<file path="config.mk">
export PLATFORM = sky130hd
export DESIGN_NAME = alu_seq
export DESIGN_NICKNAME = d
export VERILOG_FILES = /design/src/rtl/alu_pkg.sv /design/src/rtl/alu_shift_step.sv /design/src/rtl/alu_seq.sv
export SDC_FILE = /design/constraint.sdc
export NUM_CORES = 1
export LEC_CHECK = 0
export BUFFER_PORTS_ARGS = -buffer_cell sky130_fd_sc_hd__buf_4
export CORE_MARGIN = 3
export CORE_UTILIZATION = 54
export DETAILED_ROUTE_END_ITERATION = 6
export GPL_TIMING_DRIVEN = 1
export PLACE_DENSITY = 0.72
export SYNTH_ARGS = -nofsm -noshare
export SYNTH_HDL_FRONTEND = slang
export SYNTH_SLANG_ARGS = --single-unit
</file>
<file path="constraint.sdc">
create_clock -name clk -period 5.9 [get_ports clk]
set_input_delay 1.77 -clock clk [delete_from_list [all_inputs] [get_ports clk]]
set_output_delay 1.77 -clock clk [all_outputs]
set_load 0.01 [all_outputs]
</file>
<file path="src/rtl/alu_pkg.sv">
// Shared opcode and FSM state definitions for the sequential ALU.
package alu_pkg;

    typedef enum logic [2:0] {
        OP_ADD = 3'b000,
        OP_SUB = 3'b001,
        OP_AND = 3'b010,
        OP_OR  = 3'b011,
        OP_XOR = 3'b100,
        OP_SLL = 3'b101,
        OP_SRL = 3'b110,
        OP_SRA = 3'b111
    } op_e;

    typedef enum logic [1:0] {
        ST_IDLE  = 2'd0,
        ST_SHIFT = 2'd1,
        ST_DONE  = 2'd2
    } state_e;

endpackage

</file>
<file path="src/rtl/alu_shift_step.sv">
// One iteration of the multi-cycle shifter: shifts data by amt_i (0..STEP)
// and reports the last bit shifted out (0 when amt_i is 0).
module alu_shift_step
    import alu_pkg::*;
#(
    parameter int WIDTH = 32,
    parameter int STEP  = 1
) (
    input  logic [WIDTH-1:0]           data_i,
    input  logic [$clog2(STEP+1)-1:0]  amt_i,
    input  op_e                        mode_i,
    output logic [WIDTH-1:0]           data_o,
    output logic                       out_bit_o
);

    // One guard bit beyond the word catches the last bit shifted out.
    logic [WIDTH:0] sll_w;
    logic [WIDTH:0] srl_w;
    logic [WIDTH:0] sra_w;

    assign sll_w = {1'b0, data_i} << amt_i;
    assign srl_w = {data_i, 1'b0} >> amt_i;
    assign sra_w = $signed({data_i, 1'b0}) >>> amt_i;

    // Select the shifted word and shifted-out bit for the requested mode.
    always_comb begin
        data_o    = data_i;
        out_bit_o = 1'b0;
        case (mode_i)
            OP_SLL: begin
                data_o    = sll_w[WIDTH-1:0];
                out_bit_o = sll_w[WIDTH];
            end
            OP_SRL: begin
                data_o    = srl_w[WIDTH:1];
                out_bit_o = srl_w[0];
            end
            OP_SRA: begin
                data_o    = sra_w[WIDTH:1];
                out_bit_o = sra_w[0];
            end
            default: begin
                data_o    = data_i;
                out_bit_o = 1'b0;
            end
        endcase
    end

endmodule

</file>
<file path="src/rtl/alu_seq.sv">
// Sequential ALU: single-cycle arithmetic/logic ops, multi-cycle shifts of
// up to STEP bits per cycle, valid/ready handshake on both sides.
module alu_seq
    import alu_pkg::*;
#(
    parameter int  WIDTH = 32,
    parameter int  STEP  = 1,
    localparam int SHW   = $clog2(WIDTH)
) (
    input  logic             clk,
    input  logic             reset_n,
    input  logic             in_valid,
    output logic             in_ready,
    input  logic [2:0]       os,
    input  logic [WIDTH-1:0] sr1,
    input  logic [WIDTH-1:0] sr2,
    input  logic [SHW-1:0]   shift,
    output logic             out_valid,
    input  logic             out_ready,
    output logic [WIDTH-1:0] rd,
    output logic             zeroflag,
    output logic             negflag,
    output logic             carryflag,
    output logic             ovflag,
    output logic             busy
);

    localparam int             AW     = $clog2(STEP + 1);
    localparam int             SHW1   = SHW + 1;
    localparam int             MSB    = WIDTH - 1;
    localparam logic [SHW:0]   STEP_W = SHW1'(STEP);
    localparam logic [AW-1:0]  STEP_A = AW'(STEP);

    state_e           state_q, state_d;
    op_e              op_q, op_d;
    logic [WIDTH-1:0] sh_q, sh_d;
    logic [SHW-1:0]   rem_q, rem_d;
    logic [WIDTH-1:0] rd_q, rd_d;
    logic             z_q, z_d;
    logic             n_q, n_d;
    logic             c_q, c_d;
    logic             v_q, v_d;

    logic [WIDTH:0]   add_ext;
    logic [WIDTH:0]   sub_ext;
    logic [AW-1:0]    step_amt;
    logic [SHW-1:0]   rem_next;
    logic [WIDTH-1:0] step_data;
    logic             step_bit;
    logic             load;
    logic [WIDTH-1:0] done_res;
    logic             done_c;
    logic             done_v;

    assign add_ext = {1'b0, sr1} + {1'b0, sr2};
    assign sub_ext = {1'b0, sr1} - {1'b0, sr2};

    // Per-cycle shift amount is min(STEP, remaining).
    always_comb begin
        step_amt = STEP_A;
        if ({1'b0, rem_q} < STEP_W) begin
            step_amt = AW'(rem_q);
        end
        rem_next = rem_q - SHW'(step_amt);
    end

    alu_shift_step #(
        .WIDTH (WIDTH),
        .STEP  (STEP)
    ) u_step (
        .data_i    (sh_q),
        .amt_i     (step_amt),
        .mode_i    (op_q),
        .data_o    (step_data),
        .out_bit_o (step_bit)
    );

    // Next-state and datapath: every path into DONE goes through 'load',
    // which registers the result and derives zero/neg from it.
    always_comb begin
        state_d  = state_q;
        op_d     = op_q;
        sh_d     = sh_q;
        rem_d    = rem_q;
        rd_d     = rd_q;
        z_d      = z_q;
        n_d      = n_q;
        c_d      = c_q;
        v_d      = v_q;
        load     = 1'b0;
        done_res = '0;
        done_c   = 1'b0;
        done_v   = 1'b0;

        case (state_q)
            ST_IDLE: begin
                if (in_valid) begin
                    op_d = op_e'(os);
                    case (op_e'(os))
                        OP_ADD: begin
                            load     = 1'b1;
                            done_res = add_ext[WIDTH-1:0];
                            done_c   = add_ext[WIDTH];
                            done_v   = (sr1[MSB] == sr2[MSB]) && (add_ext[MSB] != sr1[MSB]);
                        end
                        OP_SUB: begin
                            load     = 1'b1;
                            done_res = sub_ext[WIDTH-1:0];
                            done_c   = sub_ext[WIDTH];
                            done_v   = (sr1[MSB] != sr2[MSB]) && (sub_ext[MSB] != sr1[MSB]);
                        end
                        OP_AND: begin
                            load     = 1'b1;
                            done_res = sr1 & sr2;
                        end
                        OP_OR: begin
                            load     = 1'b1;
                            done_res = sr1 | sr2;
                        end
                        OP_XOR: begin
                            load     = 1'b1;
                            done_res = sr1 ^ sr2;
                        end
                        default: begin
                            if (shift == '0) begin
                                load     = 1'b1;
                                done_res = sr1;
                            end else begin
                                sh_d    = sr1;
                                rem_d   = shift;
                                state_d = ST_SHIFT;
                            end
                        end
                    endcase
                end
            end
            ST_SHIFT: begin
                sh_d  = step_data;
                rem_d = rem_next;
                if (rem_next == '0) begin
                    load     = 1'b1;
                    done_res = step_data;
                    done_c   = step_bit;
                end
            end
            ST_DONE: begin
                if (out_ready) begin
                    state_d = ST_IDLE;
                end
            end
            default: begin
                state_d = ST_IDLE;
            end
        endcase

        if (load) begin
            state_d = ST_DONE;
            rd_d    = done_res;
            z_d     = (done_res == '0);
            n_d     = done_res[MSB];
            c_d     = done_c;
            v_d     = done_v;
        end
    end

    // State, operand and result registers with asynchronous clear.
    always_ff @(posedge clk or negedge reset_n) begin
        if (!reset_n) begin
            state_q <= ST_IDLE;
            op_q    <= OP_ADD;
            sh_q    <= '0;
            rem_q   <= '0;
            rd_q    <= '0;
            z_q     <= 1'b0;
            n_q     <= 1'b0;
            c_q     <= 1'b0;
            v_q     <= 1'b0;
        end else begin
            state_q <= state_d;
            op_q    <= op_d;
            sh_q    <= sh_d;
            rem_q   <= rem_d;
            rd_q    <= rd_d;
            z_q     <= z_d;
            n_q     <= n_d;
            c_q     <= c_d;
            v_q     <= v_d;
        end
    end

    assign in_ready  = (state_q == ST_IDLE);
    assign busy      = (state_q != ST_IDLE);
    assign out_valid = (state_q == ST_DONE);
    assign rd        = rd_q;
    assign zeroflag  = z_q;
    assign negflag   = n_q;
    assign carryflag = c_q;
    assign ovflag    = v_q;

endmodule

</file>
==> impl_results.md, run 1 <==
- Run status: finished, final reports clean
- Detail-routed via count per cell: ~6.9
- Height of the chip: 147 um
- Total of flip-flops plus latches after synthesis: slightly below 80
- Post-Synthesis Net Count: 1715
- Worst slew slack as a fraction of its limit: 0.120
- Max-cap viol count: 0
- Mean instance size in the synthesized netlist: 7.01 um2
- Critical Path Max Stage Delay: 0.80 ns
- CP Cell Sequence: buf_4, inv_1, ha_1, nand2_1, o21ai_0, nor2_1, a311oi_1, o21ai_0, a21oi_1, xnor2_1, o221ai_1, a2111oi_1, nand4_1, nand2_1
- Leading cell types by total area after synthesis: dfrtp_1 18%, ha_1 12%, a21oi_1 6.7%
- Unrepaired setup endpoints after global routing: false
- Effective utilization at floorplan: 0.562
- Antenna violations before repair: 0
- Number of instances resized during post-cts repair: 0
- Total placed instance area: 11700 um2
- Count of placed standard cells including taps: around 1800
- Kind of start point of the critical path: input pin
- Number of cell rows: 50
- Worst hold path class: reg -> reg
- Final Max Tran Viols: 0
- Share of synthesized cell area in full adder, half adder and majority cells: 0.127
- Area fraction in compound gates after synthesis: 0.368
- ANT cells: 0
- Slowest stage cell, crit path: ha_1
- Cell Count, Final, Fillers Out: 1852
- Clock Tree Buf Depth: 2
- Clock skew after layout: 0.00915 ns
- Via count of the first global-routing pass: 11600
- Largest net degree at the start of global routing: 78
- Area of the die: approximately 22000 um2
- Share of cells above drive strength 1: 0.136
- Power Dens Cells: 354 nW/um2
- Largest driver fanout on the critical path: 22
- Sequential-to-total area share from yosys stat: 0.180
- Cell with the most instances after synthesis: nand2_1
- Min Hold Slack: 0.484 ns
- HPWL after detailed placement: 34.3 mm
- First-pass DRT Iterations: 6
- Clock buffer count from CTS: 9
- Fill count: between 1500 and 2000
- Fmax: 180 MHz
- Max IR drop VDD: 250 uV
- Async SR Flop Fraction: 1.00
- Library cell occupying the most area in the post-synthesis netlist: dfrtp_1
- Clock Tree Root: clkbuf_16
- Hold Vio Cnt, Final: 0
- GRT Util Overall: 0.398
- Routed wire length per instance: about 24 um
- Accumulated negative setup slack: 0 ns
- Ratio of final minimum period to clock period: 0.943
- Cells after Synth: 1531
- Clock slew at the register clock pins of the worst setup and hold paths: around 0.06 ns
- Total number of vias: ~13000
- CTS sink count: between 70 and 80
- Commonest cells in the netlist: 170 x nand2_1, 152 x nor2_1, 143 x a21oi_1
- Post-synth EDFFs: 0
- Final Instance Area: 12000 um2
- Yosys warning total: 0
- Required time of the worst setup path: roughly 6.2 ns
- Ports: 115
- Area Overhead vs Synth: 12.1%
- Area taken by flip-flops and latches: 1930 um2
- Hold-fix buffer count after cts: 0
- Total wire length after detailed routing: 45.0 mm
- Combined area of the multi-input logic cells: slightly below 8000 um2
- Final core area utilization: 0.630
- Number of post-CTS setup repair buffers: 0
- Minimum clock period after layout: 5.56 ns
- Combinational family with the most area after synthesis: compound AO/OA/AOI/OAI gates
- Share of the synthesized netlist area taken by xor and xnor gates: 0.0196
- Skew-Pair Late Insertion Delay: between 0.3 and 0.4 ns
- Post-Synthesis Cell Area: ~11000 um2
- Number of nets in the layout: 1771
- Critical path start-end classification: in -> reg
- CTS HTree Levels: 3
- Number of nets still failing antenna checks after routing: 0
- Post-synthesis cell type count: around 90
- Final setup violation count: 0
- Simple-gate share of the synthesized area: 0.217
- Leakage power: between 5 and 6 nW
- First-pass GRT wire length: 68.2 mm
- Input/output buffers: 114
- Final GP Congestion: roughly 1.0
- Placeable core area: 19100 um2
- Dominant synthesized flop cell: dfrtp_1
- Drc violations: 0
- WP data arrival: a little under 6 ns
- Slew at the pin closest to its max-slew limit: 1.32 ns
- Global route total overflow: 0
- Clock tree from TritonCTS: done
- Top cell type's share of synthesized area: 0.180
- Die Span X: 147 um
- Kind of end point of the critical path: flop
- 1st-iter DRT viols: 1892
- Portion of netlist area occupied by mux cells: 0.00583
[sequential cells by signal, indices dropped and copies added (netlist names)]
register	flops
rem_q	5
rd	32
sh_q	32
ovflag	1
state_q	2
zeroflag	1
carryflag	1
op_q	3
[area by class of cell]
| type | count | area share |
|---|---|---|
| Clock buffer | 9 | 0.0187 |
| Clock inverter | 7 | 0.00479 |
| Inverter | 110 | 0.0345 |
| Multi-Input combinational cell | 1239 | 0.660 |
| Sequential cell | 77 | 0.160 |
| Tap cell | 260 | 0.0270 |
| Timing Repair Buffer | 150 | 0.0947 |
[per-stage QoR]
stage / total power, mW / setup WS (ns)
after floorplan: 2.65 / 1.43
after global placement: 3.55 / 0.260
after detailed placement: 3.60 / 0.217
after CTS: 4.15 / 0.568
after global routing: 4.50 / 0.194
final: 4.25 / 0.338
[cells by family (layout without fill, tap and decap cells)]
logic type | Yosys count | after routing
AO/OA/AOI/OAI | 599 | 599
multiplexers | 5 | 5
AND/OR/NAND/NOR | 503 | 503
buffers and inverters | 215 | 276
flip-flops | 77 | 77
adder cells (fa/ha/maj) | 108 | 108
XOR/XNOR | 24 | 24
[report_power, final]
group	internal [mW]	total, mW	switching, mW
clock	0.291	0.529	0.238
combinational	0.969	2.64	1.67
sequential	0.786	1.08	0.295
total	2.05	4.25	2.21
[placed cells by master (no fill, tap or decap), drive strengths merged, types with 5 or more instances in the layout]
| cell | synthesis | final |
|---|---|---|
| a32oi | 6 | 6 |
| nand2 | 170 | 170 |
| a211o | 7 | 7 |
| o21a | 11 | 11 |
| xnor2 | 24 | 24 |
| buf | 43 | 150 |
| clkbuf | 62 | 9 |
| a221oi | 9 | 9 |
| a211oi | 19 | 19 |
| inv | 109 | 113 |
| a21boi | 6 | 6 |
| or2 | 14 | 14 |
| nor2b | 25 | 25 |
| o311ai | 8 | 8 |
| o21ai | 145 | 145 |
| nand4 | 9 | 9 |
| nor3b | 5 | 5 |
| o21bai | 10 | 10 |
| dfrtp | 77 | 77 |
| nand2b | 12 | 12 |
| o221ai | 13 | 13 |
| nor3 | 44 | 44 |
| o211ai | 24 | 24 |
| a21oi | 145 | 145 |
| ha | 106 | 106 |
| or3 | 9 | 9 |
| o2111ai | 11 | 11 |
| a21o | 24 | 24 |
| o22ai | 35 | 35 |
| o31ai | 10 | 10 |
| a31oi | 35 | 35 |
| and2 | 8 | 8 |
| nor4 | 15 | 15 |
| and3 | 9 | 9 |
| a22oi | 19 | 19 |
| nor2 | 152 | 152 |
| a31o | 7 | 7 |
| o31a | 6 | 6 |
| nand3 | 18 | 18 |
[layer usage]
layer / global-route usage / share of wire
met1: 0.566 / 0.40
met2: 0.585 / 0.41
met3: 0.102 / 0.14
met4: 0.143 / 0.044
met5: 0 / 0
[worst max-delay path: cells and delay by family]
kind | cells | cell delay (ns)
XOR/XNOR | 1 | 0.16
AND/OR/NAND/NOR | 4 | 0.68
AO/OA/AOI/OAI | 6 | 2.20
adder cells (fa/ha/maj) | 1 | 0.80
buffers and inverters | 2 | 0.20
[final timing paths]
kind	from	endpoint	slack (ns)	cells past startpoint
setup / recovery	sr1[15]	zeroflag$_DFFE_PN0P_	0.34	14
hold / removal	rd[0]$_DFFE_PN0P_	rd[0]$_DFFE_PN0P_	0.48	2
setup reg to reg	rem_q[2]$_DFFE_PN0P_	zeroflag$_DFFE_PN0P_	1.33	14
hold reg to reg	rd[0]$_DFFE_PN0P_	rd[0]$_DFFE_PN0P_	0.48	2
max in group asynchronous	reset_n	rd[29]$_DFFE_PN0P_	3.66	1
min in group asynchronous	reset_n	state_q[0]$_DFFE_PN0P_	1.56	1
Note: power is estimated with default switching activity, not from simulation.
==> inputs of run 2 (changes only) <==
MAX_ROUTING_LAYER = met4   (was default)
==> run 2 against run 1 <==
Power rose by 2.0%. Flip-flop and latch count is the same. Register-to-register slack better by 0.10 ns. Clock skew shrank 0.0024 ns. Critical path depth is 1 higher. Final cell count up 0.27%. Clock power up 15%. Core utilization up 0.38 points. Fmax rose by 2.2%. Worst hold slack worse by 0.0094 ns. Final area rose by 0.60%.
==> impl_results.md, run 2 (synthesized netlist as in run 1, its figures left out) <==
- Run status: finished, final reports clean
- Number of nets still failing antenna checks after routing: 0 (unchanged)
- Input/output buffers: 114 (unchanged)
- Accumulated negative setup slack: 0 ns (unchanged)
- Leakage power: 5.45 nW (+0.74%)
- WP data arrival: 5.72 ns (-0.12 ns)
- Clock Tree Root: clkbuf_16
- Area of the die: 21600 um2 (unchanged)
- Worst hold path class: reg -> reg
- Critical Path Max Stage Delay: 0.61 ns (-0.19 ns)
- Effective utilization at floorplan: 0.562 (unchanged)
- Total wire length after detailed routing: 47.1 mm (+4.5%)
- Power Dens Cells: 359 nW/um2 (+1.4%)
- Total number of vias: 12900 (+1.6%)
- Kind of end point of the critical path: flop
- Clock tree from TritonCTS: done
- Ports: 115 (unchanged)
- Max IR drop VDD: 235 uV (-5.7%)
- Kind of start point of the critical path: input pin
- Clock skew after layout: 0.00673 ns (-0.00242 ns)
- Endpoint of the worst hold-timing path: rd[3]$_DFFE_PN0P_
- Unrepaired setup endpoints after global routing: false
- Worst Path Buf+Inv: 3 (+1)
- Routed wire length per instance: 25.4 um (+4.2%)
- Hold Path Depth: 2 (unchanged)
- Worst-case reg-to-reg path depth: 15 (+1)
- Die Span X: 147 um (unchanged)
- Area taken by flip-flops and latches: 1930 um2 (unchanged)
- Required time of the worst setup path: 6.18 ns (about the same)
- 1st-iter DRT viols: 2571 (+36%)
- R2R Setup Slk: 1.43 ns (+0.10 ns)
- Critical path start-end classification: in -> reg
- Hold Vio Cnt, Final: 0 (unchanged)
- First-pass DRT Iterations: 6 (unchanged)
- CP Cell Sequence: buf_4, inv_1, ha_1, buf_4, nor4_1, nand4_1, a211oi_1, a221oi_2, a21oi_1, a311o_1, xnor2_1, o221ai_1, a2111oi_1, nand4_1, nand2_1
- Clock buffer count from CTS: 9 (unchanged)
- Final Max Tran Viols: 0 (unchanged)
- Max-cap viol count: 0 (unchanged)
- Hold-fix buffer count after cts: 0 (unchanged)
- Number of cell rows: 50 (unchanged)
- Most frequent cells in the layout: 170 x nand2_1, 154 x buf_4, 151 x nor2_1
- Via count of the first global-routing pass: 11900 (+2.6%)
- Crit Reg-Reg Startpoint: rem_q[2]$_DFFE_PN0P_
- Worst slew slack as a fraction of its limit: 0.195 (+0.0755)
- Height of the chip: 147 um (unchanged)
- Final GP Congestion: 1.04 (+0.48%)
- Min Hold Slack: 0.474 ns (-0.00945 ns)
- Fmax: 184 MHz (+2.2%)
- Area Overhead vs Synth: 12.8%
- Combined area of the multi-input logic cells: 7940 um2 (unchanged)
- End of the worst register-to-register path: zeroflag$_DFFE_PN0P_
- CTS sink count: 77 (unchanged)
- Global route total overflow: 0 (unchanged)
- Instance count on the critical path: 15 (+1)
- GRT Util Overall: 0.432 (+0.0338)
- Fill count: 1746 (-3.3%)
- Number of post-CTS setup repair buffers: 0 (unchanged)
- HPWL after detailed placement: 35.3 mm (+3.0%)
- Share of cells above drive strength 1: 0.137 (+0.00154)
- Detail-routed via count per cell: 6.97 (+1.3%)
- Clock Tree Buf Depth: 2 (unchanged)
- Total placed instance area: 11800 um2 (+0.32%)
- Slowest stage cell, crit path: nor4_1
- Largest driver fanout on the critical path: 13 (-41%)
- Most frequent standard cell in the layout excluding fill and tap cells: nand2_1
- Placeable core area: 19100 um2 (unchanged)
- Final Instance Area: 12100 um2 (+0.60%)
- Kind of cell adding the most delay to the critical path: compound AO/OA/AOI/OAI gates
- Number of nets in the layout: 1776 (+0.28%)
- Slew at the pin closest to its max-slew limit: 1.20 ns (-0.113 ns)
- Min-delay src: rd[3]$_DFFE_PN0P_
- Final setup violation count: 0 (unchanged)
- Skew-Pair Late Insertion Delay: 0.35 ns (about the same)
- First-pass GRT wire length: 71.2 mm (+4.4%)
- Antenna violations before repair: 1 (+1)
- CTS HTree Levels: 3 (unchanged)
- Minimum clock period after layout: 5.44 ns (-0.122 ns)
- Ratio of final minimum period to clock period: 0.922 (-0.0207)
- Clock slew at the register clock pins of the worst setup and hold paths: 0.06 ns (about the same)
- Number of instances resized during post-cts repair: 0 (unchanged)
- Drc violations: 0 (unchanged)
- Largest net degree at the start of global routing: 78 (unchanged)
-- run 2: power breakdown --
part,switching [mW],internal (mW)
clock,0.231,0.379
combinational,1.66,0.975
sequential,0.309,0.786
-- run 2: area by class of cell --
cell class	instances	share of cell area
multi-input combinational	1239	0.656
sequential	77	0.159
timing repair buffer	155	0.0972
inverter	110	0.0343
tap	260	0.0269
clock buffer	11	0.0201
clock inverter	4	0.00600
antenna	1	0.000207
-- run 2: worst max-delay path by stage --
stage | from | to | slack, ns
final | sr1[15] | zeroflag$_DFFE_PN0P_ | 0.46
after global placement | sr1[7] | zeroflag$_DFFE_PN0P_ | 0.48
after CTS | sr1[15] | zeroflag$_DFFE_PN0P_ | 0.66
after floorplan | sr1[0] | zeroflag$_DFFE_PN0P_ | 1.43
after global routing | sr1[15] | zeroflag$_DFFE_PN0P_ | 0.31
after detailed placement | sr1[15] | zeroflag$_DFFE_PN0P_ | 0.42
-- run 2: worst register-to-register path, delay by kind of cell (launching register included) --
| kind | cells | cell delay, ns |
|---|---|---|
| AOI/OAI and AO/OA | 4 | 1.50 |
| and+or+nand+nor | 8 | 1.46 |
| DFF | 1 | 0.50 |
| buffers and inverters | 1 | 0.33 |
| adders and majority gates | 1 | 0.30 |
| xor gates and xnor gates | 1 | 0.27 |
-- run 2: per-stage QoR --
step	total power, mW	util	setup WS, ns	cells
floorplan	2.65	-	1.43	1531
global placement	3.55	0.618	0.475	1841
detailed placement	3.60	0.618	0.425	1841
CTS	4.21	0.634	0.663	1856
global route	4.57	0.634	0.307	1856
finish	4.34	0.634	0.461	1857
-- run 2: per-layer routing --
layer  up-vias  part of all wire  global-route usage
li1       5690                 -                   -
met1      6064              0.39               0.583
met2      1025              0.43               0.639
met3       170              0.14              0.0913
met4         0             0.046               0.163
met5         -                 0                   -
